### src/rtl/mem_arbiter.sv
// Byte-wide RAM port arbiter: store > load > fetch, serialises 1/2/4-byte
// accesses into byte beats and returns little-endian, extended read words.
//
// Ports: clk_in, rst_in (sync, active-low), rdy_in (global enable),
//   rob_rst_in (flush, aborts reads only),
//   ifetch_*   : 4-byte unsigned fetch, done pulse + word,
//   lbuffer_*  : 1/2/4-byte load with sign select, done pulse + word,
//   store_*    : 1/2/4-byte store, done pulse,
//   io_buffer_full_in : UART full flag,
//   mem_a_out/mem_dout/mem_din/mem_wr_out : byte RAM bus (1-cycle read).
// Optional build macro MEM_ARBITER_IO_STALL_EN: stores into the IO region
//   stall in WAIT_IO while io_buffer_full_in is high.

module mem_arbiter #(
    parameter int         ADDR_W     = 32,
    parameter int         DATA_W     = 32,
    parameter logic [1:0] IO_BASE_HI = 2'b11
) (
    input  logic              clk_in,
    input  logic              rst_in,
    input  logic              rdy_in,
    input  logic              rob_rst_in,
    input  logic              ifetch_en_in,
    input  logic [ADDR_W-1:0] ifetch_addr_in,
    output logic              ifetch_done_out,
    output logic [DATA_W-1:0] ifetch_data_out,
    input  logic              lbuffer_en_in,
    input  logic [ADDR_W-1:0] lbuffer_addr_in,
    input  logic [2:0]        lbuffer_width_in,
    input  logic              lbuffer_sgn_in,
    output logic              lbuffer_done_out,
    output logic [DATA_W-1:0] lbuffer_data_out,
    input  logic              store_en_in,
    input  logic [ADDR_W-1:0] store_addr_in,
    input  logic [2:0]        store_width_in,
    input  logic [DATA_W-1:0] store_data_in,
    output logic              store_done_out,
    input  logic              io_buffer_full_in,
    output logic [ADDR_W-1:0] mem_a_out,
    output logic [7:0]        mem_dout,
    input  logic [7:0]        mem_din,
    output logic              mem_wr_out
);

    typedef enum logic [1:0] {IDLE, READ, WRITE, WAIT_IO} state_t;

    state_t            state;
    logic [ADDR_W-1:0] ptr;
    logic [2:0]        nbytes;
    logic [2:0]        cnt;
    logic [2:0]        cnt_m2;
    logic              sgn_r;
    logic              fetch_r;
    logic              wr_q;
    logic [DATA_W-1:0] wdata;
    logic [DATA_W-1:0] rbuf;
    logic [DATA_W-1:0] rnext;
    logic [DATA_W-1:0] rword;
    logic              gnt_st;
    logic              gnt_ld;
    logic              gnt_if;

    function automatic logic [2:0] width_bytes(input logic [2:0] w);
        logic [2:0] n;
        case (w)
            3'b001:  n = 3'd1;
            3'b010:  n = 3'd2;
            default: n = 3'd4;
        endcase
        return n;
    endfunction

    function automatic logic [DATA_W-1:0] extend(
        input logic [DATA_W-1:0] b,
        input logic [2:0]        n,
        input logic              s
    );
        logic [DATA_W-1:0] r;
        case (n)
            3'd1:    r = {{(DATA_W-8){s & b[7]}}, b[7:0]};
            3'd2:    r = {{(DATA_W-16){s & b[15]}}, b[15:0]};
            default: r = b;
        endcase
        return r;
    endfunction

    // A flush blocks new reads in the same edge; stores still win.
    assign gnt_st = store_en_in;
    assign gnt_ld = lbuffer_en_in & ~store_en_in & ~rob_rst_in;
    assign gnt_if = ifetch_en_in & ~store_en_in & ~lbuffer_en_in
                  & ~rob_rst_in;

    // Byte j arrives on mem_din two READ edges after its address beat,
    // so the final byte is merged combinationally into the done word.
    always_comb begin
        cnt_m2 = cnt - 3'd2;
        rnext  = rbuf;
        if (cnt >= 3'd2)
            rnext[{cnt_m2[1:0], 3'b000} +: 8] = mem_din;
        rword = extend(rnext, nbytes, sgn_r);
    end

    assign mem_wr_out = wr_q & rdy_in;

`ifdef MEM_ARBITER_IO_STALL_EN
    logic is_io;
    logic stall;
    assign stall = is_io & io_buffer_full_in;
`else
    logic unused_io;
    assign unused_io = io_buffer_full_in ^ (^IO_BASE_HI);
`endif

    always_ff @(posedge clk_in) begin
        if (!rst_in) begin
            state            <= IDLE;
            ptr              <= '0;
            nbytes           <= '0;
            cnt              <= '0;
            sgn_r            <= 1'b0;
            fetch_r          <= 1'b0;
            wr_q             <= 1'b0;
            wdata            <= '0;
            rbuf             <= '0;
            mem_a_out        <= '0;
            mem_dout         <= '0;
            ifetch_done_out  <= 1'b0;
            ifetch_data_out  <= '0;
            lbuffer_done_out <= 1'b0;
            lbuffer_data_out <= '0;
            store_done_out   <= 1'b0;
`ifdef MEM_ARBITER_IO_STALL_EN
            is_io            <= 1'b0;
`endif
        end else if (rdy_in) begin
            ifetch_done_out  <= 1'b0;
            lbuffer_done_out <= 1'b0;
            store_done_out   <= 1'b0;
            unique case (state)
                IDLE: begin
                    wr_q <= 1'b0;
                    cnt  <= 3'd0;
                    unique case (1'b1)
                        gnt_st: begin
                            ptr    <= store_addr_in;
                            nbytes <= width_bytes(store_width_in);
                            wdata  <= store_data_in;
                            sgn_r  <= 1'b0;
                            state  <= WRITE;
`ifdef MEM_ARBITER_IO_STALL_EN
                            is_io  <= store_addr_in[17:16] == IO_BASE_HI;
`endif
                        end
                        gnt_ld: begin
                            ptr     <= lbuffer_addr_in;
                            nbytes  <= width_bytes(lbuffer_width_in);
                            sgn_r   <= lbuffer_sgn_in;
                            fetch_r <= 1'b0;
                            state   <= READ;
                        end
                        gnt_if: begin
                            ptr     <= ifetch_addr_in;
                            nbytes  <= 3'd4;
                            sgn_r   <= 1'b0;
                            fetch_r <= 1'b1;
                            state   <= READ;
                        end
                        default: ;
                    endcase
                end
                READ: begin
                    if (rob_rst_in) begin
                        state <= IDLE;
                    end else begin
                        if (cnt < nbytes) begin
                            mem_a_out <= ptr;
                            ptr       <= ptr + ADDR_W'(1);
                        end
                        rbuf <= rnext;
                        if (cnt == nbytes + 3'd1) begin
                            state <= IDLE;
                            if (fetch_r) begin
                                ifetch_done_out <= 1'b1;
                                ifetch_data_out <= rword;
                            end else begin
                                lbuffer_done_out <= 1'b1;
                                lbuffer_data_out <= rword;
                            end
                        end else begin
                            cnt <= cnt + 3'd1;
                        end
                    end
                end
                WRITE: begin
                    if (cnt == nbytes) begin
                        wr_q           <= 1'b0;
                        store_done_out <= 1'b1;
                        state          <= IDLE;
`ifdef MEM_ARBITER_IO_STALL_EN
                    end else if (stall) begin
                        wr_q  <= 1'b0;
                        state <= WAIT_IO;
`endif
                    end else begin
                        mem_a_out <= ptr;
                        ptr       <= ptr + ADDR_W'(1);
                        mem_dout  <= wdata[7:0];
                        wdata     <= wdata >> 8;
                        wr_q      <= 1'b1;
                        cnt       <= cnt + 3'd1;
                    end
                end
`ifdef MEM_ARBITER_IO_STALL_EN
                WAIT_IO: begin
                    if (!io_buffer_full_in) begin
                        mem_a_out <= ptr;
                        ptr       <= ptr + ADDR_W'(1);
                        mem_dout  <= wdata[7:0];
                        wdata     <= wdata >> 8;
                        wr_q      <= 1'b1;
                        cnt       <= cnt + 3'd1;
                        state     <= WRITE;
                    end
                end
`endif
                default: begin
                    wr_q  <= 1'b0;
                    state <= IDLE;
                end
            endcase
        end
    end

endmodule

### config.mk
export PLATFORM = sky130hd
export DESIGN_NAME = mem_arbiter
export DESIGN_NICKNAME = d
export VERILOG_FILES = /design/src/rtl/mem_arbiter.sv
export SDC_FILE = /design/constraint.sdc
export NUM_CORES = 1
export LEC_CHECK = 0
export ABC_AREA = 0
export BUFFER_PORTS_ARGS = -buffer_cell sky130_fd_sc_hd__buf_2
export CORE_MARGIN = 2
export CORE_UTILIZATION = 40
export DETAILED_ROUTE_END_ITERATION = 6
export GPL_ROUTABILITY_DRIVEN = 1
export SETUP_SLACK_MARGIN = 0.05
export SYNTH_ARGS = -nofsm -noshare
export SYNTH_HDL_FRONTEND = slang
export SYNTH_SLANG_ARGS = --single-unit
### constraint.sdc
create_clock -name clk_in -period 3.2 [get_ports clk_in]
set_input_delay 0.32 -clock clk_in [delete_from_list [all_inputs] [get_ports clk_in]]
set_output_delay 0.32 -clock clk_in [all_outputs]
set_load 0.01 [all_outputs]
==> metrics, run 1 <==
Worst setup SP type flop; Routed WL ~33,000 µm; via count 10,300; final setup vio count 0; Fin Setup TNS 0 ns; Max Root-Sink Buffers 3; pwr/cell area around 530 nW/µm²; Synth top area share 0.408; Horiz. Die Dim roughly 170 µm; Min Clock Period, post-route around 2.7 ns; Synth Area in Adders 0.0202; Clock Latency Late Sink ~0.52 ns; sequential element share of the synthesized area 0.408; Cell Area, Synth 10,500 µm²; maximum number of pins on one net before global-route repair 68; Detail Route Antenna Nets 0; Slew Limit Fails 0; TritonCTS clock tree yes; crit share post-route 0.850; Synth Area in Simple Gates 0.203; Slew headroom 0.402; Worst VDD drop about 0.00034 V; I/O Buffers 257; hold depth 3; vias in the first global route roughly 9,700; Post-synth EDFFs 0; M3 GR Usage 0.0310; synthesized flop and latch total roughly 210; Required @ worst endpoint roughly 3.6 ns; CTS clk-pin slew, worst paths 0.06 ns; mux share of post-synthesis cell area 0.0641; Synth warnings 0; CTS buffer count 24; Final Hold Fails 0; area leader, netlist dfxtp_1; Worst Path Arrival around 3.1 ns; worst-path maximum fanout 16; Mapped Nets ~1,400; row cnt between 50 and 60; GR met2 Demand/Resource 0.366; post-CTS sizing 0; clk root buf clkbuf_16; first-pass GRT wire length between 50,000 and 60,000 µm; cts hold-fix bufs 0; crit-path cells inv_1, ha_1, nor2b_1, a31oi_1, nor4bb_1, nand3b_2, o221a_2; slack of the worst reg-to-reg path a little under 0.5 ns; I/O pin cnt 259; worst hold start store_data_in[28]; Synth cell types between 60 and 70; via-per-instance ratio 5.67; f_max 368 MHz; Avg WL per Cell between 15 and 20 µm; family with the most delay on the worst path simple AND/OR/NAND/NOR gates; Synth async-reset ratio 0; worst r2r dst lbuffer_data_out[23]; CP max stage cell dfxtp_1; worst slew pin tran approximately 0.9 ns; RSZ-0062 raised after global routing no; H-tree levels 1; slowest cell delay on critical path ~0.48 ns; DIE AREA 27,600 µm²; syn avg cell area 8.43 µm²; DRT Pass-1 Iters 5; clk sink count 214; status completed; post-synthesis compound-gate area fraction 0.252; worst r2r src cnt[0]; Worst Setup End Kind flop; reg2reg path depth 7; Initial Utilization 0.406; Worst Path Buf+Inv 1; setup bufs post-CTS 0; synthesized instance count about 1,200; grt met1 use 0.308; die height 166 µm; Top Usage Layer GRT met2; Starting DRT DRC Count just under 800; Worst Hold Path EP wdata[28]; hpwl dp between 20,000 and 25,000 µm; Core ar. 25,900 µm²; share of post-route cells with drive strength above 1 0.257; total track usage 0.224; top post-synthesis cells by area dfxtp_1 (41%), mux2i_1 (6.2%), a21oi_1 (5.4%), nor2_1 (4.9%), a211oi_1 (4.1%); GRT overflow 0; nets roughly 1,600; max-cap violation count 0; Lkg Pwr 5.15 nW; main combinational cell family by area after synthesis compound AO/OA/AOI/OAI gates; Post-Synth XOR/XNOR Area 0.00393; Crit Path Class flop to flop; worst hold-check path type input pin to flop; Total Power approximately 0.0069 W; Area Overhead vs Synth 23.8%; ys flop type dfxtp_1; Clock Skews 0.0135 ns; gpl congestion around 0.85; DRC viols 0; initial antenna violation count 1
[cells in the mapped netlist, types with 5 or more instances]
cell type / number
dfxtp_1: 214
clkbuf_1: 73
buf_4: 5
nand4_1: 10
o221a_1: 10
o31ai_1: 9
buf_2: 20
o22ai_1: 15
inv_1: 20
o21a_1: 6
nand3b_1: 8
nand3_1: 77
mux2i_1: 65
and3_1: 14
o211ai_1: 13
a2111oi_0: 6
buf_1: 6
nor2_1: 136
o31a_1: 5
or3_1: 15
nor2b_1: 17
nand2b_1: 15
a21oi_1: 114
o21ai_0: 61
nand2_1: 83
o221ai_1: 5
o2111ai_1: 5
o221a_2: 25
ha_1: 17
a211oi_1: 58
nor4b_1: 6
a221oi_1: 15
nor3_1: 24
a31oi_1: 10
and2_1: 7
[worst register-to-register path: stages, from the launching register on]
cell and delay (ns):
dfxtp_1 0.48, inv_1 0.19, ha_1 0.41, nor2b_1 0.17
a31oi_1 0.36, nor4bb_1 0.14, nand3b_2 0.48, o221a_2 0.37
[cell families after synthesis]
group,after synthesis
AO/OA/AOI/OAI,387
XOR/XNOR,3
adder cells (fa/ha/maj),17
buffers and inverters,126
flip-flops,214
multiplexers,67
AND/OR/NAND/NOR,433
[how the worst max path moves through the flow]
stage / cells past startpoint / slack, ns / start / end
after floorplan: 8 / 0.83 / cnt[0] / ifetch_data_out[21]
after CTS: 7 / 0.47 / cnt[0] / lbuffer_data_out[23]
final: 7 / 0.48 / cnt[0] / lbuffer_data_out[23]
after detailed placement: 7 / 0.48 / cnt[0] / lbuffer_data_out[20]
after global placement: 7 / 0.49 / cnt[0] / lbuffer_data_out[20]
after global routing: 7 / 0.24 / cnt[0] / lbuffer_data_out[19]
[per-layer routing]
layer	wire (µm)	share of wire
met5	0	0
met4	850	0.026
met2	15000	0.46
met1	15200	0.46
met3	1590	0.049
[where the power goes]
part           internal [W]  switching [W]
Sequential          0.00278       0.000120
Combinational      0.000401       0.000574
Clock               0.00192        0.00115
[per-stage QoR]
stage                     instance area, µm²  hold WS [ns]  worst slack [ns]  cells   util
after detailed placement               12100         0.444             0.477   1772  0.468
after global routing                   13000        0.0539             0.243   1816  0.502
after global placement                 12100         0.438             0.487   1772  0.468
final                                  13000        0.0733             0.481   1817  0.502
after floorplan                        10500         0.432             0.825   1247      -
after CTS                              13000        0.0565             0.468   1816  0.502
[layout by cell type, fill, tap and decap left out, types with 15 or more instances in the layout]
master     count
buf_2        257
dfxtp_1      214
nor2_1       135
a21oi_1      114
nand2_1       83
nand3_1       77
mux2i_1       65
o21ai_0       61
a211oi_1      58
buf_4         34
o221a_2       25
clkbuf_16     25
nor3_1        24
inv_1         19
nor2b_1       17
or3_1         15
a221oi_1      15
nand2b_1      15
o22ai_1       15
ha_1          15
[flip-flops by register name, summed over array words and instances (netlist names)]
signal            count
ptr                  32
lbuffer_data_out     32
lbuffer_done_out      1
wr_q                  1
state                 2
sgn_r                 1
ifetch_done_out       1
wdata                32
mem_dout              8
fetch_r               1
store_done_out        1
rbuf                 32
ifetch_data_out      32
nbytes                3
mem_a_out            32
cnt                   3
[area by class of cell]
type                    instances  area [µm²]
flip-flops and latches        214        4280
clock buffers                  32         692
multi-input cells             907        5730
well taps                     335         419
diodes                          1        2.50
repair buffers                294        1600
fillers                      2559       12900
clock inverters                12         194
inverters                      22        85.1
(Power assumes the default switching activity.)
==> run 2: changes to the inputs <==
--- a/config.mk
+++ b/config.mk
@@ -5,7 +5,7 @@
 export SDC_FILE = /design/constraint.sdc
 export NUM_CORES = 1
 export LEC_CHECK = 0
-export ABC_AREA = 0
+export ABC_AREA = 1
 export BUFFER_PORTS_ARGS = -buffer_cell sky130_fd_sc_hd__buf_2
 export CORE_MARGIN = 2
 export CORE_UTILIZATION = 40
==> constraint.sdc (replaced) <==
create_clock -name clk_in -period 2.5 [get_ports clk_in]
set_input_delay 0.25 -clock clk_in [delete_from_list [all_inputs] [get_ports clk_in]]
set_output_delay 0.25 -clock clk_in [all_outputs]
set_load 0.01 [all_outputs]
==> run 2 against run 1 <==
Fmax increased by 25%. Worst setup slack got worse by 0.15 ns. Total power increased by 33%. Highest routed layer unchanged. Non-clock buffer count decreased by 5. Design area increased by 6.0%. Register-to-register slack got worse by 0.15 ns. Global-route usage decreased by 0.67 points. Sequential power increased by 34%. Largest power group is now sequential cells. Utilization decreased by 0.83 points. Clock power increased by 16%.
==> metrics, run 2 <==
status completed (unchanged); Worst Setup End Kind flop (unchanged); grt met1 use 0.303 (was 0.308); crit-path cells inv_1, ha_1, buf_4, nand2_1, nor2_1, nand2_2, inv_2, buf_12, o21ai_0, a21oi_1 (was inv_1, ha_1, nor2b_1, a31oi_1, nor4bb_1, nand3b_2, o221a_2); Horiz. Die Dim 173 µm (was 166 µm); clk sink count 214 (unchanged); Cell Area, Synth 11,400 µm² (was 10,500 µm²); total track usage 0.217 (was 0.224); Worst setup SP type flop (unchanged); synthesized flop and latch total 214 (unchanged); Crit Path Class flop to flop (unchanged); Required @ worst endpoint 2.94 ns (was 3.60 ns); Antenna Cells 0 (was 1); clk root buf clkbuf_16 (unchanged); clock share of power 0.384 (was 0.442); Synth top area share 0.376 (was 0.408); M3 GR Usage 0.0319 (was 0.0310); vias in the first global route 11,000 (was 9,734); Slew Limit Fails 0 (unchanged); Clock Skews 0.00887 ns (was 0.0135 ns); die height 173 µm (was 166 µm); Post-synth EDFFs 0 (unchanged); via count 11,900 (was 10,300); Starting DRT DRC Count 641 (was 775); TritonCTS clock tree yes (unchanged); Mapped Nets 1,969 (was 1,415); fill count 3,014 (was 2,559); Fin Setup TNS 0 ns (unchanged); GR met2 Demand/Resource 0.350 (was 0.366); post-route insts no fill 2,412 (was 1,817); Synth async-reset ratio 0 (unchanged); f_max 461 MHz (was 368 MHz); synthesized instance count 1,801 (was 1,247); worst slew pin tran 0.648 ns (was 0.884 ns); Worst Path Arrival 2.61 ns (was 3.12 ns); DRT Pass-1 Iters 5 (unchanged); Worst Hold Path EP wdata[30] (was wdata[28]); reg2reg path depth 10 (was 7); via-per-instance ratio 4.94 (was 5.67); Lkg Pwr 6.93 nW (was 5.15 nW); top post-synthesis cells by area dfxtp_1 (38%), nand2_1 (15%), nor2_1 (7.6%), inv_1 (6.8%), a21oi_1 (6.5%) (was dfxtp_1 (41%), mux2i_1 (6.2%), a21oi_1 (5.4%), nor2_1 (4.9%), a211oi_1 (4.1%)); Max Root-Sink Buffers 3 (unchanged); slowest cell delay on critical path 0.38 ns (was 0.48 ns); max-cap violation count 0 (unchanged); Initial Utilization 0.408 (was 0.406); sequential element share of the synthesized area 0.376 (was 0.408); nets 2,185 (was 1,631); footprint of the multi-input gates 5800 µm² (was 5730 µm²); Detail Route Antenna Nets 0 (unchanged); gpl congestion 0.867 (was 0.853); Worst Path Buf+Inv 4 (was 1); Top Usage Layer GRT met2 (unchanged); H-tree levels 1 (unchanged); RSZ-0062 raised after global routing no (unchanged); Area Overhead vs Synth 21.0% (was 23.8%); maximum number of pins on one net before global-route repair 79 (was 68); Reg area 4290 µm² (was 4280 µm²); area leader, netlist dfxtp_1 (unchanged); worst-path maximum fanout 58 (was 16); most frequent cells in the layout nand2_1 (469), buf_2 (256), nor2_1 (232), dfxtp_1 (213), inv_1 (206) (was buf_2 (257), dfxtp_1 (214), nor2_1 (135), a21oi_1 (114), nand2_1 (83)); DIE AREA 29,900 µm² (was 27,600 µm²); worst hold start store_data_in[30] (was store_data_in[28]); Worst VDD drop 0.000352 V (was 0.000341 V); Post-synth top cells nand2_1 (469), nor2_1 (232), dfxtp_1 (214) (was dfxtp_1 (214), nor2_1 (136), a21oi_1 (114)); hold depth 3 (unchanged); DRC viols 0 (unchanged); worst r2r src state[0] (was cnt[0]); Inst Count DP 2,367 (was 1,772); Min Clock Period, post-route 2.17 ns (was 2.72 ns); share of post-route cells with drive strength above 1 0.186 (was 0.257); GRT overflow 0 (unchanged); syn avg cell area 6.33 µm² (was 8.43 µm²); CP max stage cell dfxtp_1 (unchanged); ys flop type dfxtp_1 (unchanged); crit share post-route 0.867 (was 0.850); final setup vio count 0 (unchanged); most frequent cell after synthesis nand2_1 (was dfxtp_1); switching share of total power 0.304 (was 0.265); Slew headroom 0.567 (was 0.402); worst r2r dst mem_a_out[13] (was lbuffer_data_out[23]); most common cell after layout, fill and taps aside nand2_1 (was buf_2); family with the most delay on the worst path buffers and inverters (was simple AND/OR/NAND/NOR gates); hpwl dp 24,300 µm (was 22,400 µm); CTS buffer count 24 (unchanged); Core ar. 27,900 µm² (was 25,900 µm²); Final WS setup 0.332 ns (was 0.481 ns); Routed WL 33,600 µm (was 32,600 µm); I/O Buffers 257 (unchanged); Logic pwr share 0.196 (was 0.140); Final Hold Fails 0 (unchanged); first-pass GRT wire length 54,700 µm (was 51,800 µm); initial antenna violation count 0 (was 1); row cnt 61 (was 59); Flop pwr share 0.420 (was 0.417); I/O pin cnt 259 (unchanged); Clock Latency Late Sink 0.51 ns (was 0.52 ns); Synth cell types 37 (was 67); cell internal pwr 0.00645 W (was 0.00510 W); pre-CTS WS 0.326 ns (was 0.477 ns); P_sw 0.00281 W (was 0.00184 W); Synth warnings 0 (unchanged); worst hold-check path type input pin to flop (unchanged); pwr/cell area 671 nW/µm² (was 534 nW/µm²); slack of the worst reg-to-reg path 0.33 ns (was 0.48 ns); CTS clk-pin slew, worst paths 0.06 ns (about the same); Avg WL per Cell 13.9 µm (was 17.9 µm)
-- run 2: changes by cell type in the layout (fill, tap and decap cells not counted), sizes merged, moves of 16 or more --
cell,delta
nor2b,-17
nand2,+393
nor2,+110
o21ai,+124
inv,+201
nand3,+65
mux2i,-65
o221a,-35
nor3,-16
a211oi,-50
a21oi,+37
-- run 2: stage by stage --
step	instance area [µm²]	util	hold slack (ns)	power, W
6_report	13800	0.494	0.0542	0.00926
5_1_grt	13800	0.494	0.0415	0.00975
4_1_cts	13800	0.494	0.0235	0.00935
3_5_place_dp	13000	0.464	0.434	0.00576
3_3_place_gp	13000	0.464	0.431	0.00574
2_1_floorplan	11400	-	0.413	0.00511
-- run 2: layout make-up --
cell class	instances	area share
tap	378	0.0343
sequential	214	0.311
inverter	222	0.0604
multi-input combinational	1266	0.420
clock inverter	8	0.00535
timing repair buffer	289	0.116
clock buffer	35	0.0532
-- run 2: power by group through the flow --
stage | clock (W) | combinational [W] | sequential (W)
final | 0.00356 | 0.00181 | 0.00389
after global placement | 0 | 0.00179 | 0.00395
after detailed placement | 0 | 0.00180 | 0.00396
after CTS | 0.00365 | 0.00182 | 0.00388
after floorplan | 0 | 0.00118 | 0.00393
after global routing | 0.00379 | 0.00204 | 0.00392
-- run 2: kinds of logic (layout without fill, tap and decap cells) --
family | count (synthesis) | after routing | share of synthesized area
simple gates | 888 | 888 | 0.324
compound gates | 355 | 355 | 0.160
buf+inv | 321 | 554 | 0.116
flops | 214 | 214 | 0.376
fa+ha+maj | 17 | 17 | 0.0187
xor+xnor | 6 | 6 | 0.00527
-- run 2: repair_timing --
action	in CTS	in global routing
resized for setup	0	2
endpoints found under the setup margin	0	3
endpoints found under the hold margin	2	0
setup buffers	0	0
hold buffers	2	0
-- run 2: how the worst max path moves through the flow --
stage               slack, ns                  end  depth (start not counted)  startpoint
floorplan                0.67              ptr[10]                         11      cnt[0]
global placement         0.35              ptr[24]                         10      cnt[1]
detailed placement       0.33              ptr[27]                         10      cnt[1]
CTS                      0.30              ptr[27]                         10      cnt[1]
global route             0.08  ifetch_data_out[18]                         12      cnt[0]
finish                   0.33        mem_a_out[13]                         10    state[0]
-- run 2: worst min-delay path, cell delays in order --
cell	delay, ns
buf_2	0.10
a21oi_1	0.12
a211oi_1	0.05
-- run 2: layer usage --
metal | up-vias | part of all wire
li1 | 6133 | -
met1 | 5375 | 0.47
met2 | 353 | 0.45
met3 | 64 | 0.055
met4 | 0 | 0.027
met5 | - | 0
